## src/rtl/led_sequencer.sv

```systemverilog
// Multi-channel LED sequencer: each channel is off, on, blinking or bursting,
// all timed from one shared free-running counter with a 2^sel half-period.
module led_sequencer #(
    parameter int NUM_CH     = 4,
    parameter int CNT_W      = 27,
    parameter int SEL_W      = 5,
    parameter int BURST_N    = 3,
    parameter bit ACTIVE_LOW = 1'b0
) (
    input  logic                    sys_clk,
    input  logic                    sys_rst,
    input  logic [2*NUM_CH-1:0]     mode,
    input  logic [SEL_W*NUM_CH-1:0] sel,
    input  logic [NUM_CH-1:0]       trig,
    output logic [NUM_CH-1:0]       led,
    output logic [NUM_CH-1:0]       busy
);
    localparam int BW = $clog2(BURST_N + 1);
    localparam logic [BW-1:0] BURST_LOAD = BW'(BURST_N);

    localparam logic [1:0] ST_IDLE = 2'd0;
    localparam logic [1:0] ST_WAIT = 2'd1;
    localparam logic [1:0] ST_ON   = 2'd2;
    localparam logic [1:0] ST_OFF  = 2'd3;

    logic [CNT_W-1:0]  cnt_q;
    logic [NUM_CH-1:0] trig_q;
    logic [NUM_CH-1:0] trigRise;
    logic [NUM_CH-1:0] ledRaw;

    // trig_q resets high so a trigger held through reset release is not an edge
    always_ff @(posedge sys_clk) begin
        if (sys_rst) begin
            cnt_q  <= '0;
            trig_q <= '1;
        end else begin
            cnt_q  <= cnt_q + CNT_W'(1);
            trig_q <= trig;
        end
    end

    assign trigRise = trig & ~trig_q;

    for (genvar k = 0; k < NUM_CH; k++) begin : gCh
        logic [SEL_W-1:0] selK;
        logic [1:0]       modeK;
        logic [4:0]       sEff;
        logic             tickK;
        logic             blinkK;
        logic [1:0]       state_q, state_d;
        logic [BW-1:0]    pulses_q, pulses_d;
        logic             led_q, led_d;
        logic             busy_q, busy_d;

        assign selK  = sel[SEL_W*k +: SEL_W];
        assign modeK = mode[2*k +: 2];

        // Exponent clamped to the counter width; tick fires when the low s bits are all ones
        always_comb begin
            sEff   = (32'(selK) > 32'(CNT_W - 1)) ? 5'(CNT_W - 1) : 5'(selK);
            tickK  = 1'b1;
            blinkK = 1'b0;
            for (int b = 0; b < CNT_W; b++) begin
                if (b < int'(sEff) && !cnt_q[b]) tickK = 1'b0;
                if (b == int'(sEff)) blinkK = cnt_q[b];
            end
        end

        always_comb begin
            state_d  = state_q;
            pulses_d = pulses_q;
            led_d    = 1'b0;
            case (modeK)
                2'b00: begin
                    state_d  = ST_IDLE;
                    pulses_d = '0;
                    led_d    = 1'b0;
                end
                2'b01: begin
                    state_d  = ST_IDLE;
                    pulses_d = '0;
                    led_d    = 1'b1;
                end
                2'b10: begin
                    state_d  = ST_IDLE;
                    pulses_d = '0;
                    led_d    = blinkK;
                end
                default: begin
                    case (state_q)
                        ST_IDLE: if (trigRise[k]) begin
                            state_d  = ST_WAIT;
                            pulses_d = BURST_LOAD;
                        end
                        ST_WAIT: if (tickK) state_d = ST_ON;
                        ST_ON: if (tickK) begin
                            state_d  = ST_OFF;
                            pulses_d = pulses_q - BW'(1);
                        end
                        default: if (tickK) state_d = (pulses_q != '0) ? ST_ON : ST_IDLE;
                    endcase
                    led_d = (state_d == ST_ON);
                end
            endcase
            busy_d = (state_d != ST_IDLE);
        end

        always_ff @(posedge sys_clk) begin
            if (sys_rst) begin
                state_q  <= ST_IDLE;
                pulses_q <= '0;
                led_q    <= 1'b0;
                busy_q   <= 1'b0;
            end else begin
                state_q  <= state_d;
                pulses_q <= pulses_d;
                led_q    <= led_d;
                busy_q   <= busy_d;
            end
        end

        assign ledRaw[k] = led_q;
        assign busy[k]   = busy_q;
    end

    assign led = ledRaw ^ {NUM_CH{ACTIVE_LOW}};

endmodule

```

## config.mk

```make
export PLATFORM = sky130hd
export DESIGN_NAME = led_sequencer
export DESIGN_NICKNAME = d
export VERILOG_FILES = /design/src/rtl/led_sequencer.sv
export SDC_FILE = /design/constraint.sdc
export NUM_CORES = 1
export LEC_CHECK = 0
export ABC_AREA = 1
export BUFFER_PORTS_ARGS = -buffer_cell sky130_fd_sc_hd__buf_4
export CAP_MARGIN = 30
export CELL_PAD_IN_SITES_DETAIL_PLACEMENT = 1
export CELL_PAD_IN_SITES_GLOBAL_PLACEMENT = 2
export CORE_MARGIN = 10
export CORE_UTILIZATION = 29
export DETAILED_ROUTE_END_ITERATION = 10
export PLACE_DENSITY_LB_ADDON = 0.15
export SETUP_SLACK_MARGIN = 0.3
export SYNTH_ARGS = -nofsm -noshare
export SYNTH_HDL_FRONTEND = slang
export SYNTH_SLANG_ARGS = --single-unit
```

## constraint.sdc

```tcl
create_clock -name sys_clk -period 2.8 [get_ports sys_clk]
set_clock_uncertainty 0.1 [all_clocks]
set_input_delay 0.56 -clock sys_clk [delete_from_list [all_inputs] [get_ports sys_clk]]
set_output_delay 0.56 -clock sys_clk [all_outputs]
set_load 0.02 [all_outputs]
```

==> results.md, run 1 <==
- **Worst Max-Slew Pin Slew** 0.4860 ns
- **CTS Root Buffer Type** clkbuf_16
- **Crit path largest cell delay** 0.38 ns
- **area leader, netlist** dfxtp_1
- **mux cell area share after synthesis** 0%
- **number of placement rows** 49
- **area of the mapped netlist** 5378 sq um
- **number of buffers and inverters on the critical path** 5
- **Leak Pwr** 4.407 nW
- **level count of the clock H-tree** 2
- **final wirelength** 30.55 mm
- **highest-count cells in the layout ignoring fill and taps** 313 x buf_4, 165 x nand2_1, 113 x inv_1
- **height of the die** 156.2 um
- **Die Wd** 156.2 um
- **I/O Buffers** 41
- **antenna violations before repair** 0
- **unique cell type count in the Yosys netlist** 53
- **largest net degree at the start of global routing** 24
- **Synth top area share** 20.47%
- **final hold vios** 0
- **Total Routing Usage GR** 23.43%
- **top cells by area in the synthesized netlist** dfxtp_1 20%, nand2_1 15%, nor2_1 10%
- **synthesized instance count** 958
- **synthesized net count** 997
- **drt drc** 0
- **antenna cells** 0
- **DR vias** 8,035
- **critical path's slowest cell** dfxtp_4
- **CTS clock-pin slew for the worst setup and hold paths** 0.08 ns
- **dpl hpwl** 22.56 mm
- **CP endpoint kind** register
- **cell-by-cell trace of the critical path** buf_6 > buf_6 > nand2_4 > inv_2 > nand2_2 > nor3_4 > inv_2 > nor3_4 > nand2_2 > nor2_4 > nand4_1 > nor2_2 > nand4_1 > nor2_2 > nand3_2 > nor2_4 > nand2_2 > nor2_2 > nand2_1 > clkinv_1 > nand3_1 > a21oi_2
- **total of max-cap violations** 0
- **core region area** 18,090 sq um
- **DR iter-0 viols** 436
- **CTS Hold Bufs** 0
- **final worst slack** -0.1355 ns
- **utilization after layout** 54.01%
- **path class of the lowest-slack min-delay path** primary input to register
- **Synth Area in XOR/XNOR** 0%
- **Critical Setup Path Class** register to register
- **kind of cell adding the most delay to the critical path** simple AND/OR/NAND/NOR gates
- **kind of launch point of the worst setup path** register
- **Cell Area, Placed** 7824 sq um
- **average cell area after synthesis** 5.613 sq um
- **warning count from the yosys run** 0
- **unrepaired setup endpoints after global routing** true
- **count of clock tree sinks** 55
- **Cell Pwr Density** 251.8 nW/um^2
- **FFs w/ async S/R, synth** 0%
- **CTS Buf Count** 5
- **die footprint** 24,390 sq um
- **critical-path maximum fanout** 3
- **Compound-Gate Fraction of Synth Area** 17.75%
- **VDD IR max** 0.2570 mV
- **part of the Yosys area used for sequential elements** 20.47%
- **weighted congestion at the end of routability-driven global placement** 0.9682
- **count of state elements after synthesis** 55
- **post-route cell area** 9768 sq um
- **length of the first detailed-routing pass in iterations** 5
- **Fill cells** 2,363
- **final count of pins violating max slew** 0
- **initial standard-cell utilization of the core** 29.73%
- **maximum buffer depth of the clock tree** 2
- **failing checks** setup timing
- **time the worst path needs with I/O delays and setup** 2.935 ns
- **count of nets after finishing** 1,332
- **Hold WS** 0.3400 ns
- **f_max** 340.7 MHz
- **overall power** 0.002460 W
- **Crit path required time** 2.95 ns
- **area delta synth->final** 81.64%
- **routed wire length per instance** 20.06 um
- **number of global-route vias before repair** 8,118
- **outcome** finished with violations
- **Relative slew margins** 67.24%
- **R2R setup slack** -0.14 ns
- **fraction of the mapped netlist area in adder cells** 1.163%
- **Setup Total Neg Slack** -0.3717 ns
- **antenna-violating nets left** 0
- **dominant register cell in the synthesized netlist** dfxtp_1
- **I/O pin count** 42
- **simple-gate share of the synthesized area** 46.28%
- **most common cell after layout, fill and taps aside** buf_4
- **crit share post-route** 104.8%
- **number of vias per cell after detailed routing** 5.276
- **clock tree from TritonCTS** built
- **insertion delay to the later sink of the worst-skew pair** 0.31 ns
- **Overflow after GRT** 0
- **main combinational cell family by area after synthesis** simple AND/OR/NAND/NOR gates
- **Final Setup Violations** 6
- **crit path DAT** 3.09 ns
- **number of enable flip-flop cells after synthesis** 0
- **proportion of layout cells with a drive suffix above 1** 48.07%
- **first-pass GRT wire length** 45.00 mm
## final timing paths
check,to,depth (start not counted),from
worst max-delay path,cnt_q[25],22,cnt_q[0]
worst min-delay path,trig_q[1],3,trig[1]
worst max register to register,cnt_q[25],22,cnt_q[0]
worst min register to register,gCh[2].pulses_q[0],1,gCh[2].pulses_q[0]
## final cells by class
class | instances | area [sq um] | share of cell area (%)
repair buffers | 359 | 2950 | 30.20
clock inverters | 3 | 33.78 | 0.3458
clock buffers | 5 | 125.1 | 1.281
multi-input cells | 712 | 4607 | 47.16
well taps | 229 | 286.5 | 2.933
flip-flops and latches | 55 | 1109 | 11.35
inverters | 160 | 656.9 | 6.725
## flip-flops by register name, summed over array words and instances, names as in the netlist
name,flops
trig_q,4
gCh.led_q,4
gCh.state_q,8
gCh.busy_q,4
gCh.pulses_q,8
cnt_q,27
## logic make-up (layout without fill, tap and decap cells)
family,after synthesis,after routing
and+or+nand+nor,552,552
buffers and inverters,191,527
AOI/OAI and AO/OA,155,155
DFF,55,55
adders and majority gates,5,5
## tightest hold or removal path: cells and delay by family
| family | cells | cell delay (ns) |
|---|---|---|
| simple gates | 1 | 0.05 |
| buf+inv | 2 | 0.12 |
## cells in the mapped netlist (all sizes together), types with 2 or more instances
master and number:
inv 156, and3 2, o311ai 3, nand3 67, a2111oi 5, buf 18
a31oi 13, nor2 157, o41ai 3, a311oi 2, nor4 9, ha 5
or2 4, a31o 2, o221ai 2, clkbuf 13, o21bai 2, nand2 223
nor3 33, dfxtp 55, clkinv 4, o31ai 5, nand4 51, o211ai 5
a21oi 40, o21ai 56, a211oi 6, o2111ai 3, nor3b 4
## layer usage
metal  global-route usage, %  part of all wire, %  vias to the layer above
li1                        -                    -                     3852
met1                   30.36                   44                     3936
met2                   39.75                   49                      204
met3                   2.757                  4.9                       43
met4                   7.056                  2.7                        0
met5                       0                    0                        -
## report_power, final
| part | leakage (nW) | total [W] | switching, W | internal (W) |
|---|---|---|---|---|
| Sequential | 0.448 | 0.000805 | 0.0000103 | 0.000795 |
| Combinational | 3.88 | 0.000958 | 0.000518 | 0.000441 |
| Clock | 0.0772 | 0.000696 | 0.000350 | 0.000346 |
## through the flow
stage | instances | worst slack, ns
floorplan | 958 | 0.1987
global placement | 1443 | -0.3948
detailed placement | 1443 | -0.5129
CTS | 1501 | -0.01025
global route | 1523 | -0.3027
finish | 1523 | -0.1355
## timing repair
action                                  CTS  global route
endpoints found under the setup margin   30            33
pin swaps                                52            78
gates resized for setup                 165           164
buffers inserted                         50            22
(Power assumes the default switching activity.)
==> inputs of run 2 (changes only) <==
SKIP_CTS_REPAIR_TIMING = 1   (was not set)
==> run 2 against run 1 <==
Net effect: the run still ends with setup timing left; highest routed layer unchanged; sequential cell count stayed put; fmax is 2.4% higher; largest power group unchanged; non-clock buffer count is 45 lower; count of clock-buffer cells in the layout stayed put; register-to-register slack better by 0.07 ns; final cell count is 3.0% lower; sequential power hardly changed; first-iteration DRC count is 4.6% lower.
==> results.md, run 2 (synthesis gave the netlist of run 1 again) <==
- **outcome** finished with violations
- **failing checks** setup timing
- **Total Routing Usage GR** 22.07%, -1.4 points
- **Leak Pwr** 4.109 nW, -6.8%
- **unrepaired setup endpoints after global routing** true
- **max FFs per register** 27, unchanged
- **most common cell after layout, fill and taps aside** buf_4
- **Worst Max-Slew Pin Slew** 0.5285 ns, +0.04245 ns
- **antenna violations before repair** 0, unchanged
- **CP endpoint kind** register
- **largest registers** cnt_q x27, gCh.pulses_q x8, gCh.state_q x8
- **level count of the clock H-tree** 2, unchanged
- **I/O Buffers** 41, unchanged
- **f_max** 348.9 MHz, +2.4%
- **CTS clock-pin slew for the worst setup and hold paths** 0.08 ns, about the same
- **proportion of layout cells with a drive suffix above 1** 42.27%, -5.8 points
- **antenna cells** 0, unchanged
- **Hold WS** 0.3437 ns, +0.003768 ns
- **DR iter-0 viols** 416, -4.6%
- **path class of the lowest-slack min-delay path** primary input to register
- **weighted congestion at the end of routability-driven global placement** 0.9682, unchanged
- **CTS Root Buffer Type** clkbuf_16
- **Final Setup Violations** 1, -5
- **VDD IR max** 0.2514 mV, -2.2%
- **length of the first detailed-routing pass in iterations** 4, -1
- **crit path DAT** 3.01 ns, -0.08 ns
- **beginning of the worst register-to-register path** cnt_q[1]
- **crit share post-route** 102.3%, -2.5 points
- **total of max-cap violations** 0, unchanged
- **Setup Total Neg Slack** -0.06580 ns, +0.3059 ns
- **number of global-route vias before repair** 7,553, -7.0%
- **Die Wd** 156.2 um, unchanged
- **Crit. Startpoint** cnt_q[1]
- **highest-count cells in the layout ignoring fill and taps** 288 x buf_4, 176 x nand2_1, 120 x inv_1
- **Register-to-Register Path Depth** 21, -4.5%
- **R2R setup slack** -0.07 ns, +0.07 ns
- **terminus of the critical flop-to-flop path** cnt_q[25]
- **maximum buffer depth of the clock tree** 2, unchanged
- **Top reg by flops** cnt_q
- **insertion delay to the later sink of the worst-skew pair** 0.31 ns, about the same
- **Cell Pwr Density** 260.4 nW/um^2, +3.4%
- **count of nets after finishing** 1,287, -3.4%
- **area delta synth->final** 66.80%
- **startpoint of the tightest hold check path** trig[1]
- **initial standard-cell utilization of the core** 29.73%, unchanged
- **clock tree from TritonCTS** built
- **drt drc** 0, unchanged
- **antenna-violating nets left** 0, unchanged
- **kind of launch point of the worst setup path** register
- **DR vias** 7,718, -3.9%
- **number of placement rows** 49, unchanged
- **largest net degree at the start of global routing** 24, unchanged
- **critical-path maximum fanout** 3, unchanged
- **Critical Path Sink** cnt_q[25]
- **number of vias per cell after detailed routing** 5.222, -1.0%
- **die footprint** 24,390 sq um, unchanged
- **dpl hpwl** 22.56 mm, unchanged
- **final worst slack** -0.06580 ns, +0.06965 ns
- **Setup Slack @ Placement** -0.5129 ns, unchanged
- **time the worst path needs with I/O delays and setup** 2.866 ns, -0.06965 ns
- **Relative slew margins** 64.73%, -2.5 points
- **final wirelength** 28.66 mm, -6.2%
- **core region area** 18,090 sq um, unchanged
- **CTS Buf Count** 5, unchanged
- **height of the die** 156.2 um, unchanged
- **Crit path required time** 2.95 ns, about the same
- **final hold vios** 0, unchanged
- **routed wire length per instance** 19.39 um, -3.3%
- **final count of pins violating max slew** 0, unchanged
- **Critical Setup Path Class** register to register
- **overall power** 0.002336 W, -5.0%
- **I/O pin count** 42, unchanged
- **first-pass GRT wire length** 42.12 mm, -6.4%
- **count of clock tree sinks** 55, unchanged
- **Overflow after GRT** 0, unchanged
- **Fill cells** 2,400, +1.6%
==> run 2: cell count changes in the layout (fill, tap and decap cells not counted), moves of 6 or more <==
cell | previous run | this run
buf_4 | 313 | 288
buf_6 | 32 | 16
inv_1 | 113 | 120
inv_4 | 11 | 5
nand2_1 | 165 | 176
nand2_4 | 17 | 7
nor2_1 | 98 | 110
nor2_4 | 30 | 18
==> run 2: worst min-delay path by stage <==
stage / endpoint / cells past startpoint
finish: trig_q[1] / 3
global route: trig_q[3] / 3
CTS: trig_q[1] / 3
detailed placement: gCh[2].pulses_q[0] / 1
global placement: gCh[3].pulses_q[0] / 1
floorplan: gCh[2].pulses_q[0] / 1
==> run 2: final cells by class <==
cell class                      instances  area, sq um  share of cell area, %
Timing Repair Buffer                  314         2522                  28.12
Clock inverter                          3        33.78                 0.3766
Multi-Input combinational cell        712         4248                  47.36
Tap cell                              229        286.5                  3.194
Clock buffer                            5        125.1                  1.395
Inverter                              160        648.1                  7.226
Sequential cell                        55         1106                  12.33
==> run 2: where the power goes <==
group          switching [W]  internal (W)
logic               0.000462      0.000382
clock network       0.000342      0.000346
registers         0.00000984      0.000795
==> run 2: through the flow <==
| stage | area, sq um | instances | util (%) |
|---|---|---|---|
| floorplan | 5548 | 958 | - |
| global placement | 7824 | 1443 | 43.26 |
| detailed placement | 7824 | 1443 | 43.26 |
| CTS | 7983 | 1451 | 44.14 |
| global route | 8970 | 1478 | 49.60 |
| finish | 8970 | 1478 | 49.60 |
==> run 2: critical path, stage by stage (launching register included) <==
cell	delay (ns)
dfxtp_2	0.36
buf_4	0.11
nand2_2	0.05
inv_2	0.06
nand2_2	0.06
nor3_4	0.19
inv_2	0.07
nor3_4	0.14
nand2_2	0.09
nor2_2	0.13
nand4_1	0.12
nor2_2	0.18
nand4_1	0.15
nor2_2	0.19
nand3_2	0.09
nor2_2	0.12
nand2_2	0.09
nor2_4	0.13
nand2_2	0.07
clkinv_1	0.07
nand3_2	0.07
a21oi_2	0.14
==> run 2: per-layer routing <==
metal  part of all wire [%]  routed length (um)  vias to the layer above  GRT usage [%]
met2                     48               13680                      187          36.31
met5                      0                   0                        -              0
met3                    4.5                1290                       39          2.895
li1                       -                   -                     3756              -
met1                     45               12930                     3736          29.33
met4                    2.7                 763                        0          6.562
